**config.mk**
```make
export PLATFORM = sky130hd
export DESIGN_NAME = leg_pc_unit
export DESIGN_NICKNAME = d
export VERILOG_FILES = /design/src/rtl/leg_pc_unit.sv
export SDC_FILE = /design/constraint.sdc
export NUM_CORES = 1
export LEC_CHECK = 0
export CAP_MARGIN = 10
export CORE_MARGIN = 5
export CORE_UTILIZATION = 57
export DETAILED_ROUTE_END_ITERATION = 16
export GPL_ROUTABILITY_DRIVEN = 0
export GPL_TIMING_DRIVEN = 0
export PLACE_DENSITY = 0.79
export RECOVER_POWER = 25
export REMOVE_ABC_BUFFERS = 1
export SLEW_MARGIN = 20
export SYNTH_ARGS = -nofsm -noshare
export SYNTH_HDL_FRONTEND = slang
export SYNTH_SLANG_ARGS = --single-unit
```
**constraint.sdc**
```tcl
create_clock -name clk -period 5.2 [get_ports clk]
set_clock_uncertainty 0.1 [all_clocks]
set_input_delay 0.52 -clock clk [delete_from_list [all_inputs] [get_ports clk]]
set_output_delay 0.52 -clock clk [all_outputs]
set_load 0.02 [all_outputs]
```
**src/rtl/leg_pc_unit.sv**
```systemverilog
`default_nettype none
// +----------------------------------------------------------------------------
// | leg_pc_unit : LEG program counter, branch resolution and return-address stack
// | Revision 1.0
// +----------------------------------------------------------------------------
module leg_pc_unit #(
  parameter int STEP        = 4,
  parameter int STACK_DEPTH = 8
) (
  input  logic                           clk,
  input  logic                           rst,
  input  logic                           advance,
  input  logic                           is_branch,
  input  logic                           cond_taken,
  input  logic                           call,
  input  logic                           ret,
  input  logic [7:0]                     jump_target,
  output logic [7:0]                     pc,
  output logic                           redirect,
  output logic [$clog2(STACK_DEPTH):0]   depth,
  output logic                           stack_empty,
  output logic                           stack_full,
  output logic                           fault
);

  localparam int              AW      = $clog2(STACK_DEPTH);
  localparam int              DW      = AW + 1;
  localparam logic [7:0]      STEP_W  = 8'(STEP);
  localparam logic [DW-1:0]   FULL_W  = DW'(STACK_DEPTH);
  localparam logic [DW-1:0]   ONE_W   = DW'(1);

  logic [7:0]    pc_q, pc_d;
  logic [DW-1:0] depth_q, depth_d;
  logic          redirect_q, redirect_d;
  logic          fault_q, fault_d;
  logic          empty_q, empty_d;
  logic          full_q, full_d;
  logic [7:0]    stack_q [STACK_DEPTH];
  logic [7:0]    stack_d [STACK_DEPTH];

  logic [7:0]    pc_seq;
  logic [DW-1:0] depth_m1;
  logic [AW-1:0] push_idx;
  logic [AW-1:0] pop_idx;

  always_comb begin
    pc_seq     = pc_q + STEP_W;
    depth_m1   = depth_q - ONE_W;
    push_idx   = depth_q[AW-1:0];
    pop_idx    = depth_m1[AW-1:0];
    pc_d       = pc_q;
    depth_d    = depth_q;
    redirect_d = 1'b0;
    fault_d    = fault_q;
    stack_d    = stack_q;

    // One action per retired instruction, priority ret > call > branch > sequential.
    if (advance && !fault_q) begin
      if (ret) begin
        if (empty_q) begin
          fault_d = 1'b1;
        end else begin
          pc_d       = stack_q[pop_idx];
          depth_d    = depth_m1;
          redirect_d = 1'b1;
        end
      end else if (call) begin
        if (full_q) begin
          fault_d = 1'b1;
        end else begin
          stack_d[push_idx] = pc_seq;
          pc_d              = jump_target;
          depth_d           = depth_q + ONE_W;
          redirect_d        = 1'b1;
        end
      end else if (is_branch && cond_taken) begin
        pc_d       = jump_target;
        redirect_d = 1'b1;
      end else begin
        pc_d = pc_seq;
      end
    end

    empty_d = (depth_d == '0);
    full_d  = (depth_d == FULL_W);
  end

  always_ff @(posedge clk or negedge rst) begin
    if (!rst) begin
      pc_q       <= '0;
      depth_q    <= '0;
      redirect_q <= 1'b0;
      fault_q    <= 1'b0;
      empty_q    <= 1'b1;
      full_q     <= 1'b0;
    end else begin
      pc_q       <= pc_d;
      depth_q    <= depth_d;
      redirect_q <= redirect_d;
      fault_q    <= fault_d;
      empty_q    <= empty_d;
      full_q     <= full_d;
    end
  end

  // Entries above depth are never read, so the array needs no reset.
  always_ff @(posedge clk) begin
    stack_q <= stack_d;
  end

  assign pc          = pc_q;
  assign redirect    = redirect_q;
  assign depth       = depth_q;
  assign stack_empty = empty_q;
  assign stack_full  = full_q;
  assign fault       = fault_q;

endmodule
`default_nettype wire

```
==> summary.md <==
| Metric | Value |
|---|---|
| Tmin final | `roughly 3.3 ns` |
| RSZ-0062 raised after global routing | `false` |
| Multi-input gate area in the final layout | `around 1100 µm²` |
| Clock tree from TritonCTS | `done` |
| Site row count | `28` |
| Synthesis Warnings | `0` |
| PostCTS Resize Cnt | `0` |
| Post-route ant nets | `0` |
| Final count of negative-setup-slack endpoints | `0` |
| Number of max-capacitance violations reported | `0` |
| Endpoint, Worst Hold | `fault` |
| Via count of the first global-routing pass | `2,127` |
| CP startpoint kind | `input port` |
| Number of hold-slack violations in the final timing report | `0` |
| Max-slew violations | `0` |
| Required @ worst endpoint | `~5.1 ns` |
| Vias per std cell | `around 6.2` |
| Reg-to-reg critical path startpoint | `depth[0]` |
| Number of buffers added on ports | `30` |
| First-pass GRT wire length | `about 11,000 µm` |
| Critical path capture point type | `flip-flop` |
| Number of primary I/O pins | `31` |
| Synthesized instance count | `about 230` |
| Maximum clock frequency | `about 0.31 GHz` |
| Number of buffers added by the clock tree synthesis step | `9` |
| Mean instance size in the synthesized netlist | `15.5 µm²` |
| Flops & latches, synth | `80` |
| P_leak | `approximately 1.4 nW` |
| Wire length per cell after detailed routing | `about 21 µm` |
| Register-to-register path setup slack | `about 2.3 ns` |
| Number of clock sinks | `80` |
| Setup bufs post-CTS | `0` |
| Area of the mapped netlist | `roughly 3600 µm²` |
| Core Area | `about 6000 µm²` |
| Clock latency of the later-clocked register in the worst-skew pair | `0.35 ns` |
| End of the worst register-to-register path | `pc[2]` |
| Die Width | `slightly below 90 µm` |
| Diode insertion count for antenna repair | `0` |
| CTS Root Cell | `sky130_fd_sc_hd__clkbuf_8` |
| Final Net Count | `around 280` |
| P&R area growth vs syn | `15.6%` |
| DRC Markers | `0` |
| Die Area | `7920 µm²` |
| Category of the most critical setup path | `in -> reg` |
| Power density of the placed cells | `~550 nW/µm²` |
| Worst hold-check slack | `slightly above 0.4 ns` |
| Worst slew margin relative to its limit | `0.281` |
| Fill cell instance count of the final layout | `approximately 410` |
| Initial antenna violation count | `0` |
| Global Route Usage Sum | `0.203` |
| WP data arrival | `about 3.1 ns` |
| Hold wc startpoint | `fault` |
| Detailed router's first-iteration violation count | `approximately 170` |
| Number of hold buffers added after cts | `0` |
| Hpwl dp | `~4700 µm` |
| Path type of the worst min-delay path | `reg -> reg` |
| Most instantiated flip-flop cell in the synthesis netlist | `sky130_fd_sc_hd__edfxtp_1` |
| First-pass iteration count of the detailed router | `4` |
| Depth of the worst register-to-register path | `6` |
| Proportion of register bits with asynchronous set or reset after synthesis | `0.200` |
| Worst IR Drop VDD | `0.348 mV` |
| Cell depth of the worst min-delay path | `1` |
| Status | `finished clean` |
| Sequential share of the synthesized area | `0.653` |
| Count of distinct cell types in the synthesized netlist | `48` |
| Setup TNS | `0 ns` |
| Largest driver fanout on the critical path | `25` |
| Register area | `~2300 µm²` |
| Overall overflow remaining after global route | `0` |
| CTS max path bufs | `2` |
| Total number of vias | `~2,100` |
| Share of the clock period used by the worst path after layout | `0.628` |
| Initial core utilization | `0.594` |
| CTS H-tree lvls | `3` |
| Aggregate routed wire length | `between 7000 and 8000 µm` |
| Worst-path clk slew | `about 0.08 ns` |
| Slew at the pin closest to its max-slew limit | `roughly 1.1 ns` |
| Count of flip-flops with a built-in enable after synthesis | `64` |
| Floorplan die height | `slightly below 90 µm` |
| Maximum number of pins on one net before global-route repair | `27` |
| Proportion of layout cells with a drive suffix above 1 | `0.185` |
==> cell families (layout without fill, tap and decap cells) <==
kind of cell | Yosys count | count (layout) | synth area share
and+or+nand+nor | 58 | 58 | 0.0883
AOI/OAI and AO/OA | 42 | 42 | 0.0872
buffers and inverters | 21 | 57 | 0.0345
xor gates and xnor gates | 7 | 7 | 0.0193
DFF | 80 | 80 | 0.653
adders and majority gates | 3 | 3 | 0.0106
muxes | 18 | 18 | 0.107
==> cells in the mapped netlist, drive strengths merged (2+ instances only) <==
| master | count | area, µm² |
|---|---|---|
| nand3 | 9 | 45.0 |
| nand2 | 9 | 33.8 |
| a22o | 4 | 35.0 |
| dfrtp | 15 | 375 |
| o21a | 2 | 15.0 |
| a32oi | 2 | 25.0 |
| mux4 | 16 | 360 |
| edfxtp | 64 | 1920 |
| nor2b | 3 | 18.8 |
| xnor2 | 4 | 42.6 |
| xor2 | 3 | 26.3 |
| a31oi | 3 | 18.8 |
| nand2b | 4 | 25.0 |
| nor2 | 12 | 45.0 |
| buf | 14 | 96.3 |
| a22oi | 2 | 15.0 |
| o22a | 3 | 26.3 |
| mux2i | 2 | 20.0 |
| ha | 3 | 37.5 |
| inv | 6 | 22.5 |
| and3 | 5 | 31.3 |
| a21o | 3 | 22.5 |
| nor3 | 6 | 30.0 |
| o21ai | 11 | 55.1 |
| a21oi | 5 | 25.0 |
| and2 | 4 | 25.0 |
==> worst max-delay path, stage by stage <==
cell	delay [ns]
sky130_fd_sc_hd__clkdlybuf4s50_1	0.91
sky130_fd_sc_hd__nor3b_4	0.57
sky130_fd_sc_hd__nand3_1	0.22
sky130_fd_sc_hd__nor2_1	0.90
==> layout make-up <==
type	instances	area share
tap	75	0.0228
sequential	80	0.565
clock inverter	6	0.0164
inverter	6	0.00548
clock buffer	10	0.0310
timing repair buffer	35	0.0822
multi-input combinational	128	0.277
==> power by group <==
part | total [mW] | leakage [nW] | internal, mW | switching (mW)
clock | 0.451 | 0.0945 | 0.224 | 0.227
sequential | 1.01 | 0.754 | 0.863 | 0.145
combinational | 0.793 | 0.548 | 0.385 | 0.407
total | 2.25 | 1.40 | 1.47 | 0.780
==> cells in the final DEF, fill, tap and decap left out, types with 2 or more instances in the layout <==
master,instances
sky130_fd_sc_hd__ha_1,3
sky130_fd_sc_hd__nor3_2,4
sky130_fd_sc_hd__clkdlybuf4s50_1,29
sky130_fd_sc_hd__o21ai_1,4
sky130_fd_sc_hd__a31oi_1,3
sky130_fd_sc_hd__nand3_1,9
sky130_fd_sc_hd__o21a_1,2
sky130_fd_sc_hd__buf_4,5
sky130_fd_sc_hd__a22o_1,4
sky130_fd_sc_hd__and3_1,5
sky130_fd_sc_hd__clkinv_4,2
sky130_fd_sc_hd__xnor2_1,3
sky130_fd_sc_hd__inv_1,5
sky130_fd_sc_hd__edfxtp_1,64
sky130_fd_sc_hd__xor2_1,3
sky130_fd_sc_hd__a21oi_1,5
sky130_fd_sc_hd__mux2i_1,2
sky130_fd_sc_hd__mux4_2,16
sky130_fd_sc_hd__o21ai_0,7
sky130_fd_sc_hd__nor2_1,12
sky130_fd_sc_hd__dfrtp_1,14
sky130_fd_sc_hd__nand2b_1,4
sky130_fd_sc_hd__o22a_1,3
sky130_fd_sc_hd__a22oi_1,2
sky130_fd_sc_hd__a21o_1,3
sky130_fd_sc_hd__nor2b_1,3
sky130_fd_sc_hd__clkbuf_8,9
sky130_fd_sc_hd__nor3_1,2
sky130_fd_sc_hd__and2_1,4
sky130_fd_sc_hd__nand2_1,9
==> sequential cells by signal, indices dropped and copies added (netlist names) <==
register and count:
fault 1, pc 8, redirect 1, stack_empty 1
stack_full 1, stack_q 64, depth 4
==> per-stage QoR <==
step                      total power, mW   util  area [µm²]  worst slack [ns]  instances
after floorplan                      1.53      -        3460              2.32        214
after global placement               1.79  0.643        3850             0.868        319
after detailed placement             1.82  0.654        3920              1.68        324
after CTS                            2.27  0.686        4110              2.02        340
after global routing                 2.37  0.686        4110              1.88        340
final                                2.25  0.686        4110              1.94        340
==> per-layer routing <==
| layer | vias up | wire, µm | GRT usage |
|---|---|---|---|
| met5 | - | 0 | 0 |
| met4 | 0 | 154 | 0.0744 |
| met3 | 12 | 565 | 0.0562 |
| met2 | 86 | 3510 | 0.325 |
| met1 | 1042 | 3010 | 0.268 |
| li1 | 955 | - | - |
==> how the worst max path moves through the flow <==
| stage | startpoint | slack [ns] | endpoint | depth (start not counted) |
|---|---|---|---|---|
| after global placement | ret | 0.87 | stack_q[59] | 4 |
| after CTS | ret | 2.02 | stack_q[35] | 4 |
| after global routing | ret | 1.88 | stack_q[33] | 4 |
| final | ret | 1.94 | stack_q[35] | 4 |
| after detailed placement | ret | 1.68 | stack_q[21] | 4 |
| after floorplan | depth[0] | 2.32 | pc[3] | 5 |
Power figures use the tool's default switching activity.
